===== src/rtl/ntps_pkg.sv =====
// ntps_pkg: shared types and constants for the NTP time-source selector.
`default_nettype none

package ntps_pkg;

  localparam int NTP_TIME_W = 64;
  localparam int CNT_W      = 16;

  localparam logic SRC_A = 1'b0;
  localparam logic SRC_B = 1'b1;

  typedef enum logic [1:0] {
    SEL_NONE = 2'd0,
    SEL_A    = 2'd1,
    SEL_B    = 2'd2
  } sel_state_t;

  function automatic sel_state_t src_state(input logic src);
    return (src == SRC_B) ? SEL_B : SEL_A;
  endfunction

endpackage

`default_nettype wire


===== src/rtl/ntp_src_watchdog.sv =====
// ntp_src_watchdog: declares a time source healthy while locked and still strobing.
`default_nettype none

module ntp_src_watchdog #(
  parameter int TIMEOUT_CYCLES = 1000
) (
  input  logic clk,
  input  logic reset,
  input  logic upd,
  input  logic sync_ok,
  output logic healthy
);

  localparam logic [15:0] LIMIT = 16'(TIMEOUT_CYCLES);

  logic [15:0] wd;

  // Starts saturated so a source is stale until its first strobe.
  always_ff @(posedge clk or posedge reset) begin
    if (reset) begin
      wd <= LIMIT;
    end else if (upd) begin
      wd <= '0;
    end else if (wd != LIMIT) begin
      wd <= wd + 16'd1;
    end
  end

  assign healthy = sync_ok && (wd < LIMIT);

endmodule

`default_nettype wire


===== src/rtl/ntp_time_select.sv =====
// ntp_time_select: picks a healthy NTP source (A/B) with failover, timed revert,
// manual force and a monotonic guard on the forwarded time.
`default_nettype none

module ntp_time_select
  import ntps_pkg::*;
#(
  parameter int TIMEOUT_CYCLES = 1000,
  parameter int HOLDOFF_CYCLES = 10000
) (
  input  logic                  clk,
  input  logic                  reset,
  input  logic [NTP_TIME_W-1:0] time_a,
  input  logic                  upd_a,
  input  logic                  sync_ok_a,
  input  logic [NTP_TIME_W-1:0] time_b,
  input  logic                  upd_b,
  input  logic                  sync_ok_b,
  input  logic                  pref_b,
  input  logic                  force_en,
  input  logic                  force_sel,
  output logic [NTP_TIME_W-1:0] ntp_time,
  output logic                  ntp_time_upd,
  output logic                  active_src,
  output logic                  valid,
  output logic [CNT_W-1:0]      switch_count,
  output logic [CNT_W-1:0]      drop_count
);

  localparam int              HOLD_W    = 24;
  localparam logic [HOLD_W-1:0] HOLD_LAST = HOLD_W'(HOLDOFF_CYCLES - 1);
  localparam logic [CNT_W-1:0]  CNT_MAX   = '1;

  sel_state_t              state;
  sel_state_t              state_nxt;
  logic [HOLD_W-1:0]       hold_cnt;
  logic [HOLD_W-1:0]       hold_nxt;
  logic                    healthy_a;
  logic                    healthy_b;
  logic                    pref_healthy;
  logic                    other_healthy;
  logic                    is_swap;
  logic                    fwd;
  logic [NTP_TIME_W-1:0]   cand;

  ntp_src_watchdog #(.TIMEOUT_CYCLES(TIMEOUT_CYCLES)) u_wd_a (
    .clk     (clk),
    .reset   (reset),
    .upd     (upd_a),
    .sync_ok (sync_ok_a),
    .healthy (healthy_a)
  );

  ntp_src_watchdog #(.TIMEOUT_CYCLES(TIMEOUT_CYCLES)) u_wd_b (
    .clk     (clk),
    .reset   (reset),
    .upd     (upd_b),
    .sync_ok (sync_ok_b),
    .healthy (healthy_b)
  );

  assign pref_healthy  = pref_b ? healthy_b : healthy_a;
  assign other_healthy = pref_b ? healthy_a : healthy_b;

  // Failover outranks revert; hold-off only accumulates while parked on the
  // non-preferred source with the preferred one healthy, and clears otherwise.
  always_comb begin
    state_nxt = state;
    hold_nxt  = '0;
    if (force_en) begin
      if (force_sel == SRC_B) state_nxt = healthy_b ? SEL_B : SEL_NONE;
      else                    state_nxt = healthy_a ? SEL_A : SEL_NONE;
    end else begin
      case (state)
        SEL_A: begin
          if (!healthy_a) begin
            state_nxt = healthy_b ? SEL_B : SEL_NONE;
          end else if (pref_b && healthy_b) begin
            if (hold_cnt == HOLD_LAST) state_nxt = SEL_B;
            else                       hold_nxt  = hold_cnt + 24'd1;
          end
        end
        SEL_B: begin
          if (!healthy_b) begin
            state_nxt = healthy_a ? SEL_A : SEL_NONE;
          end else if (!pref_b && healthy_a) begin
            if (hold_cnt == HOLD_LAST) state_nxt = SEL_A;
            else                       hold_nxt  = hold_cnt + 24'd1;
          end
        end
        default: begin
          if (pref_healthy)       state_nxt = src_state(pref_b);
          else if (other_healthy) state_nxt = src_state(!pref_b);
        end
      endcase
    end
  end

  assign is_swap = ((state == SEL_A) && (state_nxt == SEL_B)) ||
                   ((state == SEL_B) && (state_nxt == SEL_A));

  // Strobes are judged against the state registered in the strobe cycle.
  assign fwd  = ((state == SEL_A) && upd_a) || ((state == SEL_B) && upd_b);
  assign cand = (state == SEL_B) ? time_b : time_a;

  always_ff @(posedge clk or posedge reset) begin
    if (reset) begin
      state        <= SEL_NONE;
      hold_cnt     <= '0;
      valid        <= 1'b0;
      active_src   <= SRC_A;
      switch_count <= '0;
      drop_count   <= '0;
      ntp_time     <= '0;
      ntp_time_upd <= 1'b0;
    end else begin
      state        <= state_nxt;
      hold_cnt     <= hold_nxt;
      valid        <= (state_nxt != SEL_NONE);
      active_src   <= (state_nxt == SEL_B);
      if (is_swap && (switch_count != CNT_MAX)) switch_count <= switch_count + 16'd1;
      ntp_time_upd <= fwd && (cand >= ntp_time);
      if (fwd && (cand >= ntp_time)) ntp_time <= cand;
      if (fwd && (cand < ntp_time) && (drop_count != CNT_MAX)) drop_count <= drop_count + 16'd1;
    end
  end

endmodule

`default_nettype wire


===== config.mk =====
export PLATFORM = sky130hd
export DESIGN_NAME = ntp_time_select
export DESIGN_NICKNAME = d
export VERILOG_FILES = /design/src/rtl/ntps_pkg.sv /design/src/rtl/ntp_src_watchdog.sv /design/src/rtl/ntp_time_select.sv
export SDC_FILE = /design/constraint.sdc
export NUM_CORES = 1
export LEC_CHECK = 0
export BUFFER_PORTS_ARGS = -buffer_cell sky130_fd_sc_hd__buf_2
export CAP_MARGIN = 20
export CORE_MARGIN = 1
export CORE_UTILIZATION = 29
export DETAILED_ROUTE_END_ITERATION = 10
export PLACE_DENSITY = 0.59
export SETUP_SLACK_MARGIN = 0.1
export SYNTH_ARGS = -nofsm -noshare
export SYNTH_HDL_FRONTEND = slang
export SYNTH_SLANG_ARGS = --single-unit
export TNS_END_PERCENT = 30

===== constraint.sdc =====
create_clock -name clk -period 7.5 [get_ports clk]
set_input_delay 1.875 -clock clk [delete_from_list [all_inputs] [get_ports clk]]
set_output_delay 1.875 -clock clk [all_outputs]
set_load 0.02 [all_outputs]

==> summary.txt <==
Run status
  – Status: finished clean

Logic synthesis
  – Seq/Total Area, Yosys: 0.408
  – Multiplexer share of the synthesized area: 0.156
  – Compound-cell area share of the yosys netlist: 0.0955
  – Main synth FF type: dfrtp_1
  – Synth cell types: 64
  – Xor and xnor area share after synthesis: 0.0599
  – Gate count after technology mapping: 928
  – Synth top area share: 0.376
  – Number of synthesized flops with an enable pin: 0
  – Synth Warn #: 0
  – Synthesized-area fraction occupied by adder cells: 0.0946
  – Top cells by area, synth: dfrtp_1, mux2_2, ha_1
  – Combinational family with the most area after synthesis: multiplexers
  – Synth Area in Simple Gates: 0.140
  – Synthesized Nets: 1,138
  – Post-Syn Area: 9660 um^2
  – Area leader, netlist: dfrtp_1
  – Yosys reg bits: 157
  – Fraction of registers with async set/reset: 1.00
  – Avg Cell Area, Syn: 10.4 um^2

Clock tree
  – CTS Root Cell: clkbuf_16
  – Total CTS buffers: 17
  – TritonCTS clock tree: yes
  – # H-tree levels: 4
  – Worst-path clk slew: 0.06 ns
  – Longest Clk Path Bufs: 2
  – Clk_lat worst skew: 0.42 ns
  – Post-CTS Setup Inserts: 0
  – Resized Gates After CTS: 0
  – Clock Sinks: 157
  – Post-CTS Hold Fix Bufs: 0

Detailed routing
  – Final ANT Viol Nets: 0
  – DRT Pass-1 Iters: 6
  – Wirelength per Cell: 15.0 um
  – Vias/cell: 4.67
  – Via count: 7,544
  – 1st-iter DRT viols: 311
  – Routed wire length: 24,200 um
  – DRC: 0

Timing
  – Hold WS: 0.469 ns
  – RSZ-0062 raised after global routing: false
  – Period utilization: 0.671
  – Clock Skew: 0.00982 ns
  – Fin. max-slew vios: 0
  – Min Clock Period, post-route: 5.03 ns
  – Max Clk Rate: 199 MHz
  – Slew HR: 0.326
  – Worst slew pin tran: 1.01 ns
  – Final Hold Fails: 0
  – Setup TNS: 0 ns
  – Final setup violation count: 0

Setup path
  – Reg-to-Reg End: ntp_time[8]
  – Worst EP required: 7.80 ns
  – Worst R2R Setup Slack: 2.47 ns
  – Crit path launch type: flip-flop
  – RR Startpoint: state[0]
  – R2R depth: 14
  – Crit path kind: flip-flop to flip-flop
  – Crit-path max FO: 46
  – Worst EP arrival: 5.34 ns
  – Setup crit end kind: flip-flop

Die
  – Die H: 184 um
  – Die Area: 34,000 um^2
  – FP Rows: 66
  – Ports: 236
  – Core area: 32,600 um^2
  – Starting Density: 0.296
  – Die X-Extent: 184 um

Power
  – P_leak: 0.00569 uW
  – PD cells: 310 nW/um^2
  – Max VDD drop: 169 uV

Hold path
  – Worst hold endpoint: hold_cnt[0]
  – Min-Delay Path Class: flip-flop to flip-flop
  – Hold path startpoint: hold_cnt[0]
  – Hold depth: 1

Final layout
  – Syn-to-layout area delta: 24.0%
  – Layout fillers: 3,306
  – Share of layout cells above drive strength 1: 0.370
  – Final-stage net count: 1,372
  – Post-Route Utilization: 0.367

Global route
  – Initial antenna violation count: 1
  – First-pass GRT wire length: 38,900 um
  – Largest net degree at the start of global routing: 103
  – Vias in the first global route: 7,410
  – Tot GR Track Use: 0.146
  – Global route total overflow: 0

Place
  – Final Wtd Congestion: 0.815
  – DP Wirelength: 18,400 um
  – Quantity of I/O buffers inserted on ports: 235

Flow run
  – Max_cap viols: 0
==> final cells by class <==
| cell class | count | area (um^2) | share of cell area |
|---|---|---|---|
| Multi-Input combinational cell | 657 | 5310 | 0.443 |
| Clock buffer | 21 | 460 | 0.0385 |
| Timing Repair Buffer | 242 | 1240 | 0.103 |
| Clock inverter | 10 | 139 | 0.0116 |
| Antenna cell | 1 | 2.50 | 0.000209 |
| Inverter | 87 | 332 | 0.0277 |
| Sequential cell | 157 | 3940 | 0.329 |
| Tap cell | 442 | 553 | 0.0462 |
==> cell usage after synthesis, types with 5 or more instances <==
| cell | count |
|---|---|
| ha_1 | 73 |
| nand4_1 | 36 |
| dfstp_2 | 12 |
| nor3_1 | 15 |
| nor4_1 | 5 |
| nand3_1 | 32 |
| buf_1 | 5 |
| and3_1 | 20 |
| clkbuf_1 | 19 |
| o21ai_0 | 23 |
| xor2_1 | 33 |
| xnor2_1 | 33 |
| a21o_1 | 31 |
| dfrtp_1 | 145 |
| nor2_1 | 64 |
| a211oi_1 | 5 |
| or3_1 | 18 |
| mux2_2 | 130 |
| nand2_1 | 40 |
| inv_1 | 87 |
| a21oi_1 | 33 |
==> state kept, by name, summed over array words and instances, names as in the netlist <==
register,count
ntp_time,64
drop_count,16
hold_cnt,24
valid,1
u_wd_b.wd,16
u_wd_a.wd,16
ntp_time_upd,1
state,2
switch_count,16
active_src,1
==> report_power, final <==
group / leakage (uW) / internal, uW / switching (uW)
Clock: 0.000282 / 540 / 355
Combinational: 0.00343 / 694 / 902
Sequential: 0.00198 / 1060 / 166
==> metrics by stage <==
stage,setup WS (ns),instance area (um^2),total power [uW],std cells
finish,2.47,12000,3720,1617
global placement,2.35,11400,2830,1584
floorplan,1.41,9660,2300,928
global route,2.11,12000,3990,1617
detailed placement,2.18,11400,2860,1584
CTS,2.39,12000,3780,1615
==> kinds of logic after synthesis <==
group           Yosys count
xor+xnor                 66
mux                     134
buf+inv                 114
flops                   157
simple gates            259
compound gates          125
fa+ha+maj                73
==> cell usage in the layout, fill, tap and decap left out, types with 18 or more instances in the layout <==
cell     instances
buf_2          235
dfrtp_1        145
mux2_2         130
inv_1           86
ha_1            72
nor2_1          64
nand2_1         40
nand4_1         36
xor2_1          33
xnor2_1         33
nand3_1         32
a21oi_1         32
a21o_1          31
o21ai_0         23
and3_1          20
or3_1           18
==> worst max path at each step <==
stage,start,end,slack [ns]
after floorplan,reset,active_src,1.41
after global placement,time_b[45],ntp_time[1],2.35
after detailed placement,time_b[45],ntp_time[8],2.18
after CTS,state[0],ntp_time[22],2.39
after global routing,state[0],ntp_time[19],2.11
final,state[0],ntp_time[8],2.47
==> critical path, cell delays in order (launching register included) <==
cell and delay (ns):
dfrtp_1 0.41, inv_1 0.14, ha_4 0.62, buf_4 0.44, mux2_2 0.41, ha_1 0.30, nand4_1 0.15, or2_2 0.35
nor3_1 0.27, nand4_1 0.17, a31oi_1 0.20, o31ai_1 0.15, a21oi_4 0.37, buf_4 0.50, mux2_2 0.39
==> layer usage <==
metal  up-vias  global-route usage  share of wire
li1       3771                   -              -
met5         -                   0              0
met3        24              0.0290          0.037
met1      3600               0.194           0.47
met2       149               0.236           0.47
met4         0              0.0493          0.019
Note: power is estimated with default switching activity, not from simulation.
